### config.mk
export PLATFORM = sky130hd
export DESIGN_NAME = mem_bank_responder
export DESIGN_NICKNAME = d
export VERILOG_FILES = /design/src/rtl/mem_bank_responder_pkg.sv /design/src/rtl/mem_bank_responder_read_pipe.sv /design/src/rtl/mem_bank_responder.sv
export SDC_FILE = /design/constraint.sdc
export NUM_CORES = 1
export LEC_CHECK = 0
export CAP_MARGIN = 20
export CORE_AREA = 2 2 97 99
export CTS_BUF_LIST = sky130_fd_sc_hd__clkbuf_8 sky130_fd_sc_hd__clkbuf_16
export DETAILED_ROUTE_END_ITERATION = 8
export DIE_AREA = 0 0 99 101
export HOLD_SLACK_MARGIN = 0.06
export PLACE_DENSITY = 0.81
export RECOVER_POWER = 50
export SLEW_MARGIN = 20
export SYNTH_ARGS = -nofsm -noshare
export SYNTH_HDL_FRONTEND = slang
export SYNTH_SLANG_ARGS = --single-unit
export TNS_END_PERCENT = 50
### constraint.sdc
create_clock -name clk -period 3.5 [get_ports clk]
set_clock_uncertainty 0.05 [all_clocks]
set_input_delay 0.525 -clock clk [delete_from_list [all_inputs] [get_ports clk]]
set_output_delay 0.525 -clock clk [all_outputs]
set_load 0.02 [all_outputs]
### src/rtl/mem_bank_responder_pkg.sv
// Shared types for the memory bank responder: access width, FSM state and
// the bank-touch helper used by the read and write address decode.
package mem_bank_responder_pkg;

    typedef enum logic {
        SINGLE_WIDTH = 1'b0,
        DOUBLE_WIDTH = 1'b1
    } DataWidth_t;

    typedef enum logic {
        IDLE    = 1'b0,
        PENDING = 1'b1
    } MemBankState_t;

    // Banks touched by an access; a double access always spans both banks.
    function automatic logic [1:0] bank_mask(input logic addr_lsb, input DataWidth_t width);
        logic [1:0] mask;
        mask = 2'b00;
        if (width == DOUBLE_WIDTH) begin
            mask = 2'b11;
        end else if (addr_lsb) begin
            mask = 2'b10;
        end else begin
            mask = 2'b01;
        end
        return mask;
    endfunction

endpackage

### src/rtl/mem_bank_responder_read_pipe.sv
// Read return pipe: carries valid/width/low-bank select alongside the bank
// access and assembles rd_data from the two bank outputs one cycle later.
module mem_bank_responder_read_pipe
    import mem_bank_responder_pkg::*;
#(
    parameter int DATA_W = 16
) (
    input  logic                   clk,
    input  logic                   rst_n,
    input  logic                   issue_valid,
    input  DataWidth_t             issue_width,
    input  logic                   issue_lo_bank,
    input  logic [1:0][DATA_W-1:0] bank_rdata,
    output logic [2*DATA_W-1:0]    rd_data,
    output logic                   rd_valid
);

    logic                s1_valid;
    DataWidth_t          s1_width;
    logic                s1_lo_bank;
    logic                s1_hi_bank;
    logic [DATA_W-1:0]   lo_word;
    logic [DATA_W-1:0]   hi_word;
    logic [2*DATA_W-1:0] assembled;

    always_ff @(posedge clk or negedge rst_n) begin
        if (!rst_n) begin
            s1_valid   <= 1'b0;
            s1_width   <= SINGLE_WIDTH;
            s1_lo_bank <= 1'b0;
        end else begin
            s1_valid   <= issue_valid;
            s1_width   <= issue_width;
            s1_lo_bank <= issue_lo_bank;
        end
    end

    // Bank data is valid during the stage-1 cycle; pick words by bank select.
    always_comb begin
        s1_hi_bank = ~s1_lo_bank;
        lo_word    = bank_rdata[s1_lo_bank];
        hi_word    = bank_rdata[s1_hi_bank];
        assembled  = '0;
        if (s1_width == DOUBLE_WIDTH) begin
            assembled = {hi_word, lo_word};
        end else begin
            assembled = {{DATA_W{1'b0}}, lo_word};
        end
    end

    always_ff @(posedge clk or negedge rst_n) begin
        if (!rst_n) begin
            rd_valid <= 1'b0;
            rd_data  <= '0;
        end else begin
            rd_valid <= s1_valid;
            if (s1_valid) begin
                rd_data <= assembled;
            end
        end
    end

endmodule

### src/rtl/mem_bank_responder.sv
// Responder for one reader and one writer over two word-interleaved SRAM
// banks; writes win bank conflicts and the losing read waits in a pending slot.
module mem_bank_responder
    import mem_bank_responder_pkg::*;
#(
    parameter int DATA_W     = 16,
    parameter int BANK_DEPTH = 512,
    parameter int ADDR_W     = $clog2(2 * BANK_DEPTH)
) (
    input  logic                                 clk,
    input  logic                                 rst_n,
    input  logic                                 rd_en,
    input  logic [ADDR_W-1:0]                    rd_addr,
    input  DataWidth_t                           rd_width,
    output logic [2*DATA_W-1:0]                  rd_data,
    output logic                                 rd_valid,
    output logic                                 rd_stall,
    input  logic                                 wr_en,
    input  logic                                 wr_chip_en,
    input  logic [ADDR_W-1:0]                    wr_addr,
    input  DataWidth_t                           wr_width,
    input  logic [2*DATA_W-1:0]                  wr_data,
    output logic [1:0]                           bank_en,
    output logic [1:0]                           bank_chip_en,
    output logic [1:0][$clog2(BANK_DEPTH)-1:0]   bank_addr,
    output logic [1:0][DATA_W-1:0]               bank_wdata,
    input  logic [1:0][DATA_W-1:0]               bank_rdata,
    output logic                                 err_rd_overrun,
    output MemBankState_t                        dbg_state
);

    localparam int ROW_W = $clog2(BANK_DEPTH);

    MemBankState_t     state;
    MemBankState_t     state_nxt;
    logic [ADDR_W-1:0] pend_addr;
    DataWidth_t        pend_width;

    logic              wr_do;
    logic [1:0]        wr_mask;
    logic [ADDR_W-1:0] wr_hi_addr;
    logic              wr_lo_bank;
    logic [ROW_W-1:0]  wr_lo_row;
    logic [ROW_W-1:0]  wr_hi_row;

    logic              rd_take;
    logic              cand_valid;
    logic [ADDR_W-1:0] cand_addr;
    DataWidth_t        cand_width;
    logic [ADDR_W-1:0] cand_hi_addr;
    logic              cand_lo_bank;
    logic [ROW_W-1:0]  cand_lo_row;
    logic [ROW_W-1:0]  cand_hi_row;
    logic [1:0]        rd_mask;
    logic              conflict;
    logic              rd_issue;

    assign rd_stall  = (state == PENDING);
    assign dbg_state = state;

    // Write decode: the high word of a double access wraps modulo the address space.
    assign wr_do      = wr_en & wr_chip_en;
    assign wr_mask    = wr_do ? bank_mask(wr_addr[0], wr_width) : 2'b00;
    assign wr_hi_addr = wr_addr + ADDR_W'(1);
    assign wr_lo_bank = wr_addr[0];
    assign wr_lo_row  = wr_addr[ADDR_W-1:1];
    assign wr_hi_row  = wr_hi_addr[ADDR_W-1:1];

    // A held read takes precedence over new requests, which are dropped while stalled.
    assign rd_take      = rd_en & ~rd_stall;
    assign cand_valid   = rd_stall | rd_take;
    assign cand_addr    = rd_stall ? pend_addr : rd_addr;
    assign cand_width   = rd_stall ? pend_width : rd_width;
    assign cand_hi_addr = cand_addr + ADDR_W'(1);
    assign cand_lo_bank = cand_addr[0];
    assign cand_lo_row  = cand_addr[ADDR_W-1:1];
    assign cand_hi_row  = cand_hi_addr[ADDR_W-1:1];
    assign rd_mask      = cand_valid ? bank_mask(cand_addr[0], cand_width) : 2'b00;

    assign conflict = |(wr_mask & rd_mask);
    assign rd_issue = cand_valid & ~conflict;

    always_ff @(posedge clk or negedge rst_n) begin
        if (!rst_n) begin
            state <= IDLE;
        end else begin
            state <= state_nxt;
        end
    end

    always_comb begin
        state_nxt = state;
        case (state)
            IDLE:    if (rd_take && conflict) state_nxt = PENDING;
            PENDING: if (!conflict) state_nxt = IDLE;
            default: state_nxt = IDLE;
        endcase
    end

    always_ff @(posedge clk or negedge rst_n) begin
        if (!rst_n) begin
            pend_addr  <= '0;
            pend_width <= SINGLE_WIDTH;
        end else if (state == IDLE && rd_take && conflict) begin
            pend_addr  <= rd_addr;
            pend_width <= rd_width;
        end
    end

    always_ff @(posedge clk or negedge rst_n) begin
        if (!rst_n) begin
            err_rd_overrun <= 1'b0;
        end else if (rd_en && rd_stall) begin
            err_rd_overrun <= 1'b1;
        end
    end

    // Per-bank port drive: a performed write owns its banks, the read gets the rest.
    always_comb begin
        bank_en      = 2'b00;
        bank_chip_en = 2'b00;
        bank_addr    = '0;
        bank_wdata   = '0;
        for (int b = 0; b < 2; b++) begin
            if (wr_mask[b]) begin
                bank_en[b]      = 1'b1;
                bank_chip_en[b] = 1'b1;
                if (1'(b) == wr_lo_bank) begin
                    bank_addr[b]  = wr_lo_row;
                    bank_wdata[b] = wr_data[DATA_W-1:0];
                end else begin
                    bank_addr[b]  = wr_hi_row;
                    bank_wdata[b] = wr_data[2*DATA_W-1:DATA_W];
                end
            end else if (rd_issue && rd_mask[b]) begin
                bank_en[b]   = 1'b1;
                bank_addr[b] = (1'(b) == cand_lo_bank) ? cand_lo_row : cand_hi_row;
            end
        end
    end

    mem_bank_responder_read_pipe #(
        .DATA_W (DATA_W)
    ) u_read_pipe (
        .clk           (clk),
        .rst_n         (rst_n),
        .issue_valid   (rd_issue),
        .issue_width   (cand_width),
        .issue_lo_bank (cand_lo_bank),
        .bank_rdata    (bank_rdata),
        .rd_data       (rd_data),
        .rd_valid      (rd_valid)
    );

endmodule

==> results.yml, run 1 <==
setup_path:
  rrSetupSlack_ps: 420
  crit_path_end_kind: "output port"
  critPathLaunch: "rd_addr[0]"
  critPathCapture: "bank_addr[3]"
  arrival_ps: 2770
  cp_max_fo: 10
  crit_required_ps: 2920
  reg2reg_depth: 3
  worst-setup-path-type: "input pin to output port"
  critPathLaunchType: "input pin"
  r2r_end: "u_read_pipe.rd_data[25]"
  reg2reg_from: "u_read_pipe.s1_valid"
grt:
  antenna_found_initial: 0
  grt_start_max_net_pins: 51
  grt_pass1_vias: 3668
  grt_pass1_wl_um: 17600
  grtUsageTotal_pct: 21.5
  overflow: 0
detailed_routing:
  via_per_inst: 5.29
  wl_per_cell_um: 16.1
  num_vias: 3689
  drcViolationCount: 0
  ant_nets: 0
  wl_um: 11200
  dr.pass1.iters: 4
  dr.first_iter.drc_count: 126
power:
  p_leak_nw: 2.64
  power_density_mw_per_mm2: 340
  power_mw: 1.96
  ir_drop_mv: 0.185
place:
  io_buffers: 180
  place.gp.congestion: 0.874
  dpl.hpwl_um: 8780
  dp.cells: 690
  place_ws_ps: 52.8
synth:
  synth_xor_area_share_pct: 4.39
  ys_seq_elements: 49
  async_reset_ff_share_pct: 100
  syn_inst: 394
  synth_compound_area_share_pct: 14.6
  yosysTopAreaCell: "dfrtp_1"
  ys_top_cells_by_area: "dfrtp_1 34%, mux2i_1 20%, nor2_1 5.8%, mux2_4 4.2%, o22ai_1 3.8%"
  ys_seq_area_share_pct: 34.1
  syn_nets: 488
  synth_top_family_by_area: "multiplexers"
  yosys.area_share.simple_pct: 13.8
  yosysWarnings: 0
  synth.distinct_cells: 50
  synth_top_area_share_pct: 34.1
  syn_area_sq_mm: 0.00359
  synth-edff-count: 0
  syn_avg_cell_area_sq_um: 9.12
  synth_mux_area_share_pct: 26.1
  ys.flop_type: "dfrtp_1"
  synthAdderAreaFrac_pct: 1.04
clocking:
  cts_buffer_depth: 2
  clock_latency_ps: 280
  cts_sinks: 49
  htreeDepth: 2
  cts_inserted_buffers: 5
  path_clk_slew_ps: 80
  postCtsHoldBufs: 0
  cts_root_buf: "clkbuf_8"
  cts_tree: "done"
sta:
  slew_headroom_pct: -71.5
  tns_ps: 0
  drv_slew: 101
  timing.fmax_mhz: 299
  final-setup-viol-count: 0
  period_minus_slack_ps: 3340
  rsz0062_at_grt: "false"
  finalCritPeriodShare_pct: 95.5
  setup_ws_ps: 158
  max_slew.worst_pin.slew_ps: 2570
  finalHoldViolations: 0
floorplanning:
  num_rows: 35
  placeableCoreArea_sq_mm: 0.00898
  io_pins: 181
  die_w_um: 99
  die-area_sq_mm: 0.0100
  die_h_um: 101
  initial_core_util_pct: 40.0
flow_run:
  cap_violations: 2
final_layout:
  final_nets: 680
  area_delta_synth_final_pct: 60.5
  drive_gt1_share_pct: 9.22
  n_antenna_cell: 0
  utilization_pct: 64.2
  instances_no_fill: 697
status:
  violations: "max-capacitance violations, max-slew violations"
  outcome: "finished with violations"
hold_path:
  hp-class: "register to register"
[layout make-up]
class | instances | area (sq um)
sequential | 49 | 1230
inverter | 26 | 97.6
clock inverter | 2 | 35.0
tap | 111 | 139
timing repair buffer | 210 | 2050
clock buffer | 5 | 68.8
multi-input combinational | 294 | 2150
fill | 718 | 3210
[critical path, cell delays in order]
cell             delay (ps)
dlygate4sd3_1           580
mux2i_4                 170
inv_2                    50
buf_4                   160
mux2i_1                 140
o211ai_1                110
buf_4                   190
o22ai_1                 200
clkdlybuf4s50_1         640
[power by group]
group / total, mW / internal [mW] / switching (mW)
registers: 0.730 / 0.658 / 0.0722
clock network: 0.380 / 0.208 / 0.172
logic: 0.850 / 0.437 / 0.413
[state kept, by name, indices dropped and copies added, names as in the netlist]
name,count
u_read_pipe.rd_data,32
u_read_pipe.s1_width,1
u_read_pipe.s1_valid,1
pend_addr,10
err_rd_overrun,1
u_read_pipe.rd_valid,1
pend_width,1
u_read_pipe.s1_lo_bank,1
dbg_state,1
[placed cells by master, fill, tap and decap left out, types with 4 or more instances in the layout]
cell / n
dlygate4sd3_1: 9
xnor2_1: 9
clkdlybuf4s50_1: 155
o211ai_1: 4
dfrtp_1: 49
nand3_1: 6
clkbuf_8: 5
inv_1: 24
nand2_1: 17
buf_4: 27
mux2_4: 10
o21ai_0: 10
and3_1: 5
o32ai_1: 6
o22ai_1: 22
mux2i_1: 71
xor2_1: 9
nand4_1: 4
nor2_1: 56
dlymetal6s2s_1: 14
a21oi_1: 24
[repair_timing]
| action | in CTS | in global routing |
|---|---|---|
| buffers inserted | 0 | 0 |
| setup endpoints to repair | 0 | 14 |
| hold endpoints to repair | 0 | 0 |
| resized for setup | 0 | 15 |
[synthesized netlist by cell type, types with 5 or more instances]
master and number:
a21oi_1 24, and3_1 5, buf_1 9, clkbuf_1 10
dfrtp_1 49, inv_1 24, mux2_4 10, mux2i_1 71
nand2_1 17, nand3_1 6, nor2_1 56, o21ai_0 10
o22ai_1 22, o32ai_1 6, xnor2_1 9, xor2_1 9
[per-layer routing]
layer / vias to the layer above / global-route usage, % / part of all wire (%)
met5: - / 0 / 0
met4: 0 / 3.90 / 0.67
met3: 6 / 5.55 / 8.6
met2: 168 / 38.4 / 48
met1: 1725 / 26.6 / 42
li1: 1790 / - / -
[through the flow]
stage	hold WS (ps)	cell area, sq um
floorplan	179	3590
global placement	396	5630
detailed placement	411	5630
CTS	403	5740
global route	463	5770
finish	422	5770
[worst min-delay path by stage]
stage	cells past startpoint	to	slack, ps	start
floorplan	0	dbg_state	180	rst_n
global placement	1	err_rd_overrun	400	err_rd_overrun
CTS	1	u_read_pipe.rd_data[23]	400	rst_n
finish	1	err_rd_overrun	420	err_rd_overrun
detailed placement	1	err_rd_overrun	410	err_rd_overrun
global route	1	err_rd_overrun	460	err_rd_overrun
[cell families after synthesis]
family,after synthesis
AND/OR/NAND/NOR,107
multiplexers,87
AO/OA/AOI/OAI,79
buffers and inverters,51
flip-flops,49
XOR/XNOR,18
adder cells (fa/ha/maj),3
Note: power is estimated with default switching activity, not from simulation.
==> run 2, diff against run 1 <==
HOLD_SLACK_MARGIN = default   (was 0.06)
==> results of run 2 <==
No change in the layout: final DEF, timing and power equal those of run 1.
